==> src/rtl/alarm_time_setter.sv <==
// Multi-channel BCD HH:MM setter driven by raw active-low minute/hour buttons.
// Step lands on the (SYNC_STAGES+1)th clock edge after the raw button is first sampled low.
// Holding a button auto-repeats; en low forces both buttons idle and blocks all steps.
module alarm_time_setter #(
  parameter int NUM_CH       = 4,
  parameter int SEL_W        = 2,
  parameter int SYNC_STAGES  = 2,
  parameter int REPEAT_DELAY = 500,
  parameter int REPEAT_RATE  = 100
) (
  input  logic                   clk,
  input  logic                   reset,
  input  logic                   en,
  input  logic [SEL_W-1:0]       ch_sel,
  input  logic                   dir,
  input  logic                   push_min,
  input  logic                   push_hr,
  output logic [3:0]             rd_h1,
  output logic [3:0]             rd_h0,
  output logic [3:0]             rd_m1,
  output logic [3:0]             rd_m0,
  output logic [NUM_CH*16-1:0]   all_time,
  output logic                   upd,
  output logic [SEL_W-1:0]       upd_ch
);

  localparam int CNT_MAX = (REPEAT_DELAY > REPEAT_RATE) ? REPEAT_DELAY : REPEAT_RATE;
  localparam int CNT_W   = $clog2(CNT_MAX + 1);
  localparam logic [CNT_W-1:0] DELAY_LAST = CNT_W'(REPEAT_DELAY - 1);
  localparam logic [CNT_W-1:0] RATE_LAST  = CNT_W'(REPEAT_RATE - 1);

  typedef enum logic [1:0] {IDLE, HOLD, REPEAT} btn_state_t;

  // Button index 0 is the minute button, index 1 the hour button.
  logic [1:0]             push_raw;
  logic [SYNC_STAGES-1:0] sync_q [2];
  logic [SYNC_STAGES-1:0] settle_q;
  logic [1:0]             synced;
  logic [1:0]             prev_q;
  logic [1:0]             armed_q;
  logic [1:0]             press;
  logic [1:0]             step;
  btn_state_t             state_q [2];
  btn_state_t             state_d [2];
  logic [CNT_W-1:0]       cnt_q [2];
  logic [CNT_W-1:0]       cnt_d [2];

  logic [15:0]            time_q [NUM_CH];
  logic [15:0]            cur_time;
  logic [15:0]            nxt_time;
  logic                   sel_ok;
  logic                   any_step;

  assign push_raw = {push_hr, push_min};

  // Minute digit step with wrap 59<->00 and no carry into hours.
  function automatic logic [7:0] min_step(input logic [7:0] mm, input logic down);
    logic [3:0] m1;
    logic [3:0] m0;
    m1 = mm[7:4];
    m0 = mm[3:0];
    if (!down) begin
      if (m0 < 4'd9) m0 = m0 + 4'd1;
      else begin
        m0 = 4'd0;
        m1 = (m1 < 4'd5) ? m1 + 4'd1 : 4'd0;
      end
    end else begin
      if (m0 > 4'd0) m0 = m0 - 4'd1;
      else begin
        m0 = 4'd9;
        m1 = (m1 > 4'd0) ? m1 - 4'd1 : 4'd5;
      end
    end
    return {m1, m0};
  endfunction

  // Hour digit step with wrap 23<->00 in 24 h format.
  function automatic logic [7:0] hr_step(input logic [7:0] hh, input logic down);
    logic [3:0] h1;
    logic [3:0] h0;
    h1 = hh[7:4];
    h0 = hh[3:0];
    if (!down) begin
      if (h1 == 4'd2 && h0 == 4'd3) begin
        h1 = 4'd0;
        h0 = 4'd0;
      end else if (h0 == 4'd9) begin
        h1 = h1 + 4'd1;
        h0 = 4'd0;
      end else h0 = h0 + 4'd1;
    end else begin
      if (h1 == 4'd0 && h0 == 4'd0) begin
        h1 = 4'd2;
        h0 = 4'd3;
      end else if (h0 == 4'd0) begin
        h1 = h1 - 4'd1;
        h0 = 4'd9;
      end else h0 = h0 - 4'd1;
    end
    return {h1, h0};
  endfunction

  // Synchronise buttons; arm press detection only after a released level is seen post-reset.
  always_ff @(posedge clk or posedge reset) begin
    if (reset) begin
      for (int b = 0; b < 2; b++) sync_q[b] <= '1;
      settle_q <= '0;
      prev_q   <= 2'b11;
      armed_q  <= 2'b00;
    end else begin
      for (int b = 0; b < 2; b++) begin
        sync_q[b]  <= {sync_q[b][SYNC_STAGES-2:0], push_raw[b]};
        prev_q[b]  <= synced[b];
        armed_q[b] <= armed_q[b] | (settle_q[SYNC_STAGES-1] & synced[b]);
      end
      settle_q <= {settle_q[SYNC_STAGES-2:0], 1'b1};
    end
  end

  // Press is a synced high-to-low transition on an armed button.
  always_comb begin
    synced = 2'b11;
    press  = 2'b00;
    for (int b = 0; b < 2; b++) begin
      synced[b] = sync_q[b][SYNC_STAGES-1];
      press[b]  = armed_q[b] & prev_q[b] & ~synced[b];
    end
  end

  // Button FSM state and hold counter registers.
  always_ff @(posedge clk or posedge reset) begin
    if (reset) begin
      for (int b = 0; b < 2; b++) begin
        state_q[b] <= IDLE;
        cnt_q[b]   <= '0;
      end
    end else begin
      for (int b = 0; b < 2; b++) begin
        state_q[b] <= state_d[b];
        cnt_q[b]   <= cnt_d[b];
      end
    end
  end

  // Button FSM next state: step on press, after the initial delay, then at the repeat rate.
  always_comb begin
    step = 2'b00;
    for (int b = 0; b < 2; b++) begin
      state_d[b] = state_q[b];
      cnt_d[b]   = cnt_q[b];
      if (!en) begin
        state_d[b] = IDLE;
        cnt_d[b]   = '0;
      end else begin
        case (state_q[b])
          IDLE: begin
            if (press[b]) begin
              step[b]    = 1'b1;
              state_d[b] = HOLD;
              cnt_d[b]   = '0;
            end
          end
          HOLD: begin
            if (synced[b]) begin
              state_d[b] = IDLE;
              cnt_d[b]   = '0;
            end else if (cnt_q[b] == DELAY_LAST) begin
              step[b]    = 1'b1;
              state_d[b] = REPEAT;
              cnt_d[b]   = '0;
            end else cnt_d[b] = cnt_q[b] + 1'b1;
          end
          REPEAT: begin
            if (synced[b]) begin
              state_d[b] = IDLE;
              cnt_d[b]   = '0;
            end else if (cnt_q[b] == RATE_LAST) begin
              step[b]  = 1'b1;
              cnt_d[b] = '0;
            end else cnt_d[b] = cnt_q[b] + 1'b1;
          end
          default: begin
            state_d[b] = IDLE;
            cnt_d[b]   = '0;
          end
        endcase
      end
    end
  end

  // Select the addressed channel, read it out and compute its stepped value.
  always_comb begin
    sel_ok   = 1'b0;
    cur_time = 16'h0000;
    for (int c = 0; c < NUM_CH; c++) begin
      if (ch_sel == SEL_W'(c)) begin
        sel_ok   = 1'b1;
        cur_time = time_q[c];
      end
    end
    {rd_h1, rd_h0, rd_m1, rd_m0} = cur_time;
    nxt_time = cur_time;
    if (step[0]) nxt_time[7:0]  = min_step(cur_time[7:0], dir);
    if (step[1]) nxt_time[15:8] = hr_step(cur_time[15:8], dir);
    any_step = sel_ok & (step[0] | step[1]);
  end

  // Write only the selected channel and flag the update for one cycle.
  always_ff @(posedge clk or posedge reset) begin
    if (reset) begin
      for (int c = 0; c < NUM_CH; c++) time_q[c] <= 16'h0000;
      upd    <= 1'b0;
      upd_ch <= '0;
    end else begin
      for (int c = 0; c < NUM_CH; c++) begin
        if (any_step && ch_sel == SEL_W'(c)) time_q[c] <= nxt_time;
      end
      upd <= any_step;
      if (any_step) upd_ch <= ch_sel;
    end
  end

  // Flatten all channels for the comparator and display mux.
  always_comb begin
    all_time = '0;
    for (int c = 0; c < NUM_CH; c++) all_time[16*c +: 16] = time_q[c];
  end

endmodule
==> config.mk <==
export PLATFORM = sky130hd
export DESIGN_NAME = alarm_time_setter
export DESIGN_NICKNAME = d
export VERILOG_FILES = /design/src/rtl/alarm_time_setter.sv
export SDC_FILE = /design/constraint.sdc
export NUM_CORES = 1
export LEC_CHECK = 0
export ABC_AREA = 1
export CAP_MARGIN = 40
export CELL_PAD_IN_SITES_DETAIL_PLACEMENT = 1
export CELL_PAD_IN_SITES_GLOBAL_PLACEMENT = 1
export CORE_ASPECT_RATIO = 0.9
export CORE_MARGIN = 4
export CORE_UTILIZATION = 44
export DETAILED_ROUTE_END_ITERATION = 7
export PLACE_DENSITY = 0.95
export SYNTH_ARGS = -nofsm -noshare
export SYNTH_HDL_FRONTEND = slang
export SYNTH_SLANG_ARGS = --single-unit
==> constraint.sdc <==
create_clock -name clk -period 7.5 [get_ports clk]
set_clock_uncertainty 0.15 [all_clocks]
set_input_delay 0.75 -clock clk [delete_from_list [all_inputs] [get_ports clk]]
set_output_delay 0.75 -clock clk [all_outputs]
set_load 0.03 [all_outputs]
-- Word-level counts from Yosys, hierarchy flattened
Index checks and enable logic that the tools add are counted.
- $add $sub $neg: 10
- magnitude comparators: 4
- equality and inequality tests: 20
- mux-type cells: 68
- bitwise logic cells: 12
- reductions and logical operators: 13
- operators by type and width (kind ; number):
    two-way mux 9 bit ; 12
    two-way mux 4 bit ; 18
    two-way mux 16 bit ; 4
    case mux 9 bit (3 select lines) ; 2
    two-way mux 2 bit ; 10
    adder 9 x 1 -> 9 bit (second input constant) ; 2
    == test 9 x 7 -> 1 bit (second input constant) ; 2
    == test 9 bit (second input constant) ; 2
    adder 4 x 1 -> 4 bit (second input constant) ; 4
    two-way mux 1 bit ; 16
    two-way mux 8 bit ; 2
    subtractor 4 x 1 -> 4 bit (second input constant) ; 4
    != test 3 bit (second input constant) ; 4
    case mux 2 bit (3 select lines) ; 2
    == test 2 bit (second input constant) ; 4
    == test 4 x 2 -> 1 bit (second input constant) ; 2
    greater-than comparator 4 x 1 -> 1 bit (second input constant) ; 2
    zero test 4 bit ; 2
    != test 4 bit (second input constant) ; 2
    AND 1 bit ; 7
    == test 2 x 1 -> 1 bit (second input constant) ; 3
    logical AND 1 bit ; 6
    zero test 2 bit ; 3
    case mux 1 bit (3 select lines) ; 2
    6 further kinds ; 10
- flip-flop bits (word level): 99
- bits of input ports: 8
- output and inout port bits: 83

-- Logic depth before layout (Yosys ltp)
- depth in word-level cells: 10
- depth in mapped cells: 18

-- Worst setup path after synthesis
Ideal clock, no wire load.
- path kind: input to register
- start: in ch_sel[1]
- end: reg time_q, in the netlist all_time[24]
- library setup time: 118 ps
- arrival: 2513 ps
- path slack: 4720 ps
- stages on the path: 15
- cell sequence: buf_6 > nor2_8 > buf_6 > nand2_1 > nand3_1 > nand2_1 > inv_1 > ha_1 > nand2_1 > nor2_2 > nand2_1 > nand3_1 > nand3_1 > nand3_1 > nand2_1
- longest elaborated chain between the ends: 10
- elaborated cells on any way between the ends: 29
- RTL lines (what ; RTL line ; source):
    start: declaration ; 14 ; input logic [SEL_W-1:0] ch_sel,
    zero test 2 bit ; 197 ; if (ch_sel == SEL_W'(c)) begin
    two-way mux 16 bit (3 in a row) ; 197 ;
    two-way mux 16 bit (*) ; 197 ;
    named net rd_h1[1] ; 18 ; output logic [3:0] rd_h1,
    == test 4 x 2 -> 1 bit or zero test 4 bit (tied branches) ; 85, 93 ;
    logical AND 1 bit, on equally long branches ; 85, 93 ;
    two-way mux 4 bit, on equally long branches ; 85, 93 ;
    two-way mux 4 bit (*) ; 84 ; if (!down) begin
    two-way mux 8 bit (*) ; 205 ; if (step[1]) nxt_time[15:8] = hr_step(cur_time[15:8], dir);
    end signal: indexed assignment ; 217 ; if (any_step && ch_sel == SEL_W'(c)) time_q[c] <= nxt_time;
    end: declaration ; 48 ; logic [15:0] time_q [NUM_CH];
The timed path passes the listed nets; every way through them passes the cells marked *.
A chain may end at the register's enable or synchronous reset.

-- Worst setup path in the final report
- start: in ch_sel[0]
- end: out rd_h1[1]
- longest elaborated chain between the ends: 5
- elaborated cells on any way between the ends: 8
- RTL lines (what ; RTL line):
    zero test 2 bit ; 197
    two-way mux 16 bit (3 in a row) ; 197
    two-way mux 16 bit (*) ; 197
    end: declaration ; 18
Mark *: on every way between the ends. The rest lies on a longest branch, timed or not.

==> summary.md <==
| Metric | Value |
|---|---|
| Clock transition at the registers of the reported paths | 0.07 ns |
| CP arrival | 3.42 ns |
| Worst slew pin tran | 0.698 ns |
| Pint | 1.57 mW |
| Final worst slack | 3.18 ns |
| Power, Total | 3.02 mW |
| Synth Cell Area | 6170 um2 |
| Post-synthesis sequential area ratio | 40.2% |
| YS warnings | 0 |
| PwrDens | 402 nW/um2 |
| Cell variety after synth | 54 |
| Sw Ratio | 48.1% |
| Slew Limit Fails | 0 |
| Setup crit end kind | primary output |
| WL per Instance | 20.0 um |
| Gpl congestion | 0.895 |
| Seq pwr share | 29.3% |
| Ys async rst share | 100% |
| Via density | 5.62 |
| Port Buffers | 90 |
| Worst slew margin | 53.3% |
| Post-route setup TNS | 0 ns |
| Starting density of the core | 45.5% |
| Total GRT Usage | 26.9% |
| Fin. Hold Viols | 0 |
| # rows | 40 |
| Minimum clock period | 4.32 ns |
| Largest net degree at the start of global routing | 68 |
| Min-Delay Path Class | reg2reg |
| Largest fanout on the critical path | 14 |
| Clk_lat worst skew | 0.36 ns |
| First-pass GRT wire length | 34,100 um |
| Nets | 897 |
| Pre-CTS setup slack | 3.22 ns |
| Synth-to-Final Area Change | 21.6% |
| Synth Flop Type | dfrtp_1 |
| DR iter-0 viols | 419 |
| Post-CTS setup buffers | 0 |
| Cts bufs inserted | 9 |
| CTS tree | yes |
| Required time of the critical path | 6.60 ns |
| Chip height | 120 um |
| Crit-path cells | clkdlybuf4s50_1 > buf_8 > nand2_1 > or2_2 > nand2_1 > inv_1 > clkdlybuf4s50_1 |
| CTS sink count | 99 |
| Syn nets | 812 |
| Crit path largest cell delay | 0.66 ns |
| Synth Register Bits | 99 |
| Clock network power share | 16.4% |
| Die width | 133 um |
| Root Driver | clkbuf_16 |
| Post-DRT Antenna Nets | 0 |
| PostCTS Resize Cnt | 0 |
| Unrepaired setup endpoints after global routing | false |
| DR pass1 iterations | 5 |
| Clock Tree Buf Depth | 2 |
| Layout cells sized above 1 | 14.5% |
| Worst path slowest cell | clkdlybuf4s50_1 |
| DR vias | 5,949 |
| Crit path kind | in2out |
| WL final | 21,100 um |
| Combinational Power Share | 54.3% |
| # hold bufs at CTS | 0 |
| Vias in the first global route | 6,249 |
| Initial antenna violation count | 0 |
| Final setup viols | 0 |
| EDFF count, synth | 0 |
| Worst Setup Start Kind | input pin |
| Cells after synthesis | 780 |
| Dpl hpwl | 15,000 um |
| Net Switching | 1.45 mW |
| IO Pins | 91 |
| N_diodes | 0 |
| VDD IR-drop max | 0.215 mV |
| Htree depth | 3 |
| Achievable Freq | 232 MHz |
| Drt drc | 0 |
| Crit share post-route | 57.6% |
| Die ar. | 16,000 um2 |
| Congestion Overflow GR | 0 |
| Pleak | 3.61 nW |
| # Max-Cap Violations | 0 |
| Core Area | 13,600 um2 |
| Status | finished clean |
| Avg Synthesized Cell Area | 7.92 um2 |
| Filler Cells Inserted | 1,661 |
-- through the flow --
| stage | std cells | hold WS [ns] | util (%) | cell area [um2] |
|---|---|---|---|---|
| final | 1059 | 0.212 | 55.3 | 7510 |
| after global routing | 1059 | 0.202 | 55.3 | 7510 |
| after CTS | 1059 | 0.204 | 55.3 | 7510 |
| after detailed placement | 1043 | 0.191 | 53.0 | 7190 |
| after global placement | 1041 | 0.184 | 52.7 | 7150 |
| after floorplan | 780 | 0.181 | - | 6170 |
-- metal layers --
metal	part of all wire [%]	track usage, %	up-vias
met3	5.9	6.74	53
li1	-	-	2738
met5	0	0	-
met4	2.7	8.25	0
met1	44	35.7	2940
met2	48	43.7	218
-- registers in the layout, summed over array words and instances, names as in the netlist --
register / cells
all_time: 64
armed_q: 2
cnt_q: 18
prev_q: 2
settle_q: 2
state_q: 4
sync_q: 4
upd: 1
upd_ch: 2
-- worst max-delay path, delay by kind of cell --
family | cells | cell delay (ns)
AND/OR/NAND/NOR | 3 | 0.98
buffers and inverters | 4 | 1.67
-- cell families after synthesis --
logic type               share of synthesized area (%)
AND/OR/NAND/NOR                                   37.5
flip-flops                                        40.2
buffers and inverters                             8.06
AO/OA/AOI/OAI                                     8.71
adder cells (fa/ha/maj)                           4.86
XOR/XNOR                                         0.567
other                                           0.0607
-- cell usage after synthesis, types with 3 or more instances --
master,count,area (um2)
a21oi_1,19,95.1
o221ai_1,4,35.0
nor2_4,3,33.8
dfstp_2,6,158
nand2_4,7,78.8
nor2_1,27,101
nand4_1,10,62.6
nor2_8,3,60.1
nand3_1,100,500
clkinv_1,4,15.0
nor2_2,7,43.8
ha_1,24,300
o21ai_0,21,105
nor3_1,4,20.0
buf_6,10,113
nand3_2,17,170
nand2_1,254,953
inv_4,4,25.0
nand4_2,4,50.1
inv_1,54,203
nand2_2,16,100
o21ai_2,9,78.8
or2_2,8,50.1
inv_2,9,33.8
o21ai_1,19,95.1
buf_4,4,30.0
dfrtp_1,93,2330
o22ai_1,3,18.8
buf_2,4,20.0
-- final timing paths --
| check | start | to | slack (ns) | depth (start not counted) |
|---|---|---|---|---|
| worst max-delay path | ch_sel[0] | rd_h1[1] | 3.18 | 7 |
| worst min-delay path | settle_q[0] | settle_q[1] | 0.21 | 0 |
| worst max register to register | cnt_q[9] | all_time[14] | 4.26 | 12 |
| worst min register to register | settle_q[0] | settle_q[1] | 0.21 | 0 |
| max in group asynchronous | reset | all_time[21] | 5.75 | 4 |
| min in group asynchronous | reset | cnt_q[11] | 0.60 | 2 |
-- power groups by stage --
stage / clock, mW / combinational [mW] / sequential (mW)
global route: 0.523 / 1.76 / 0.905
finish: 0.494 / 1.64 / 0.886
global placement: 0 / 1.55 / 0.881
detailed placement: 0 / 1.61 / 0.886
CTS: 0.502 / 1.64 / 0.879
floorplan: 0 / 0.720 / 1.14
-- area by class of cell --
cell class,count,area [um2],share of cell area [%]
well taps,189,236,3.15
multi-input cells,586,3190,42.5
flip-flops and latches,99,2480,33.1
repair buffers,94,958,12.8
inverters,75,319,4.25
clock buffers,13,270,3.60
clock inverters,3,45.0,0.600
-- placed cells by master (no fill, tap or decap), types with 4 or more instances in the layout --
cell | Yosys | routed
dfrtp_1 | 93 | 93
nand3_2 | 17 | 17
a21oi_1 | 19 | 19
inv_2 | 9 | 9
nor3_1 | 4 | 4
nand3_1 | 100 | 100
clkdlybuf4s50_1 | 0 | 90
clkinv_1 | 4 | 4
o21ai_2 | 9 | 9
nand4_1 | 10 | 10
nor2_1 | 27 | 27
ha_1 | 24 | 24
dfstp_2 | 6 | 6
o221ai_1 | 4 | 4
or2_2 | 8 | 8
nor2_2 | 7 | 7
o21ai_0 | 21 | 21
o21ai_1 | 19 | 19
clkbuf_16 | 0 | 9
nand4_2 | 4 | 4
inv_1 | 54 | 53
nand2_4 | 7 | 7
inv_4 | 4 | 5
nand2_1 | 254 | 254
nand2_2 | 16 | 16
(Power assumes the default switching activity.)
==> RTL edit 1, RTL diff (same flow settings) <==
The output `upd` loses its register stage (`upd` becomes a continuous assignment).
--- a/src/rtl/alarm_time_setter.sv
+++ b/src/rtl/alarm_time_setter.sv
@@ -210,16 +210,16 @@
   always_ff @(posedge clk or posedge reset) begin
     if (reset) begin
       for (int c = 0; c < NUM_CH; c++) time_q[c] <= 16'h0000;
-      upd    <= 1'b0;
       upd_ch <= '0;
     end else begin
       for (int c = 0; c < NUM_CH; c++) begin
         if (any_step && ch_sel == SEL_W'(c)) time_q[c] <= nxt_time;
       end
-      upd <= any_step;
       if (any_step) upd_ch <= ch_sel;
     end
   end
+
+  assign upd = any_step;
 
   // Flatten all channels for the comparator and display mux.
   always_comb begin
Function: changed (Yosys sat finds a counterexample within 4 cycles, from zero or initial values and one cycle with reset high).
==> RTL edit 1 against the original RTL <==
Count of clock-buffer cells in the layout down 3; power rose by 1.7%; critical endpoint unchanged; largest cell class unchanged; fmax is 5.2% lower; sequential cell count down 1; synthesized area is 0.41% lower; clock power up 10%; routed wire length is 0.38% lower; setup slack got worse by 0.23 ns; final area shrank 0.57%.
==> RTL edit 1: results (changes against the original RTL) <==
result of the run=complete, no violations; sum of routed wire length over all layers=21100 um (-0.38%); pin slew with the least headroom to its limit=0.876 ns (+0.178 ns); Post-Synth Adder-Cell Area=4.88% (+0.020 points); sequential cell fraction of total power=28.9% (-0.4 points); half-perimeter wire length after placement=14500 um (-2.9%); # H-tree levels=3 (unchanged); fraction of final layout cells with drive strength greater than 1=14.4% (-0.082 points); total routing resource utilization after global routing=27.2% (+0.30 points); Initial DRC Count=624 (+49%); power density normalized to cell area=411 mW/mm^2 (+2.3%); number of global-route vias before repair=6355 (+1.7%); first-pass GRT wire length=34600 um (+1.6%); ranking of synthesized cells by instance count=nand2_1, nand3_1, dfrtp_1; met2 track demand over resource=44.5% (+0.83 points); count of inserted antenna diode cells=0 (unchanged); switching power summed over all nets=1.47 mW (+1.2%); worst-path maximum fanout=12 (-2); routing usage on met1=37.1% (+1.4 points); Crit path arrival time=3.65 ns (+0.23 ns); post-place setup slack=3.09 ns (-0.128 ns); end point of the most critical hold path=sync_q[3]; max reg flops=64 (unchanged); power consumed by the clock network=0.544 mW (+10%); global routing usage on met3=5.49% (-1.2 points); # Post-CTS Setup Buffers=0 (unchanged); Compound-Gate Fraction of Synth Area=8.75% (+0.035 points); origin of the worst setup path=ch_sel[1]; GP Congestion=0.904 (+0.95%); Reg2Reg Launch Point=state_q[0]; post-synthesis xor/xnor area fraction=0.570% (+0.0023 points); number of nets produced by synthesis=811 (-0.12%); Post-Route Hold Slack=0.207 ns (-0.00471 ns); post-place instance area=0.00712 sq mm (-0.99%); fin nets=895 (-0.22%); start point of the worst hold path=sync_q[2]; leading post-synthesis cells by cell area=dfrtp_1, nand2_1, nand3_1, ha_1, inv_1; average instance area after synthesis=7.89 sq um (-0.28%); proportion of synthesized chip area in sequential cells=40.0% (-0.24 points); average via count per standard cell=5.82 (+3.6%); maximum ir drop on the vdd rail=239 uV (+11%)
-- RTL edit 1: layout make-up --
cell class                      count  area (sq um)
Sequential cell                    98          2460
Tap cell                          168           210
Inverter                           75           319
Clock inverter                      6           115
Multi-Input combinational cell    586          3190
Fill cell                        1660          6050
Clock buffer                       10           229
Timing Repair Buffer               93           938
-- RTL edit 1: per-layer routing --
| metal | wire [um] | part of all wire, % |
|---|---|---|
| met4 | 374 | 1.8 |
| met5 | 0 | 0 |
| met3 | 1280 | 6.1 |
| met1 | 9430 | 45 |
| met2 | 9970 | 47 |
-- RTL edit 1: worst max-delay path, cell delays in order --
cell and delay [ns]:
clkdlybuf4s50_1 0.83, buf_8 0.24, nand2_1 0.38, or2_2 0.43
nand2_1 0.21, inv_1 0.17, clkdlybuf4s50_1 0.64
==> RTL edit 2, RTL diff (same settings) <==
Without the edit above. `NUM_CH`: 4 -> 2.
--- a/src/rtl/alarm_time_setter.sv
+++ b/src/rtl/alarm_time_setter.sv
@@ -2,7 +2,7 @@
 // Step lands on the (SYNC_STAGES+1)th clock edge after the raw button is first sampled low.
 // Holding a button auto-repeats; en low forces both buttons idle and blocks all steps.
 module alarm_time_setter #(
-  parameter int NUM_CH       = 4,
+  parameter int NUM_CH       = 2,
   parameter int SEL_W        = 2,
   parameter int SYNC_STAGES  = 2,
   parameter int REPEAT_DELAY = 500,
Ports: changed (resized all_time); port bits go from 91 to 59. No check against the original RTL was run, so the function may have changed too.
==> RTL edit 2 against the original RTL <==
Combinational power decreased by 63%; final cell count is 24% lower; setup slack gained 0.36 ns; power decreased by 55%; final area is 30% lower; sequential cell count fell by 32; synthesized area decreased by 29%; clock power decreased by 44%; worst hold slack got worse by 0.011 ns; first-iteration DRC count shrank 47%; die area is 27% lower; routed wire length shrank 35%.
==> RTL edit 2: results (changes against the original RTL) <==
area taken by multi-input logic gates=0.00233 sq mm (-27%); number of nets produced by synthesis=647 (-20%); Initial DRC Count=221 (-47%); r2r endpoint=all_time[9]; sum of routed wire length over all layers=13700 um (-35%); Leakage=2.65 nW (-26%); met2 track demand over resource=45.4% (+1.8 points); combinational group share of total power=45.0% (-9.3 points); Reg2Reg Launch Point=state_q[0]; maximum ir drop on the vdd rail=150 uV (-30%); power in sequential cells=0.471 mW (-47%); share of final layout cell area taken by non-clock buffers=11.2% (-1.6 points); first-pass GRT wire length=23200 um (-32%); leading post-synthesis cells by cell area=dfrtp_1, nand2_1, nand3_1, ha_1, inv_1; sequential share of cell area=32.1% (-0.99 points); total routing resource utilization after global routing=25.0% (-1.9 points); Routed met3 length=523 um (-58%); fraction of final layout cells with drive strength greater than 1=9.54% (-4.9 points); global routing usage on met3=3.99% (-2.7 points); setup slack on the worst flop-to-flop path=4.98 ns (+0.72 ns); ranking of synthesized cells by instance count=nand2_1, nand3_1, inv_1; post-place instance area=0.00507 sq mm (-29%); net switching fraction of the power=45.1% (-3.0 points); Core ar.=0.00970 sq mm (-28%); Post-Route Hold Slack=0.200 ns (-0.0111 ns); Layout clock buffers=9 (-4); Crit path arrival time=3.05 ns (-0.37 ns); # port buffers=58 (-36%); number of library cell types mapped by synthesis=34 (-37%); Layout Cells excl Fill=807 (-24%); #MultiIn Comb=455 (-22%); worst-path maximum fanout=17 (+3); non-clock buffer count in the final layout=59 (-37%); number of non-clock inverters in the layout=84 (+12%); reported combinational group power=0.610 mW (-63%); result of the run=complete, no violations; number of global-route vias before repair=4755 (-24%); share of cell area taken by multi-input logic gates=44.4% (+1.9 points); pin slew with the least headroom to its limit=0.892 ns (+0.194 ns); end point of the most critical hold path=sync_q[3]
RTL edit 2: cell types whose count changed in the layout (fill, tap and decap cells not counted), moves of 9 or more:
cell / change
nand2_1: -54
clkdlybuf4s50_1: -32
dfrtp_1: -32
nor2_1: +31
nand3_1: -22
inv_1: +17
nand3_2: -14
nand2_2: -13
a21oi_1: -11
clkbuf_16: -9
RTL edit 2: kinds of logic (layout without fill, tap and decap cells):
family	Yosys count	in the layout	share of synthesized area [%]
simple gates	371	371	37.2
buf+inv	93	159	8.76
flops	67	67	38.3
compound gates	50	50	7.00
fa+ha+maj	24	24	6.83
xor+xnor	9	9	1.79
other cells	1	1	0.0853
RTL edit 2: how the worst max path moves through the flow:
stage	end	slack (ns)
6_report	rd_m1[2]	3.55
5_1_grt	rd_m0[1]	3.35
4_1_cts	rd_m0[1]	3.54
3_5_place_dp	rd_m0[1]	3.53
3_3_place_gp	rd_m0[1]	3.66
2_1_floorplan	all_time[18]	4.45
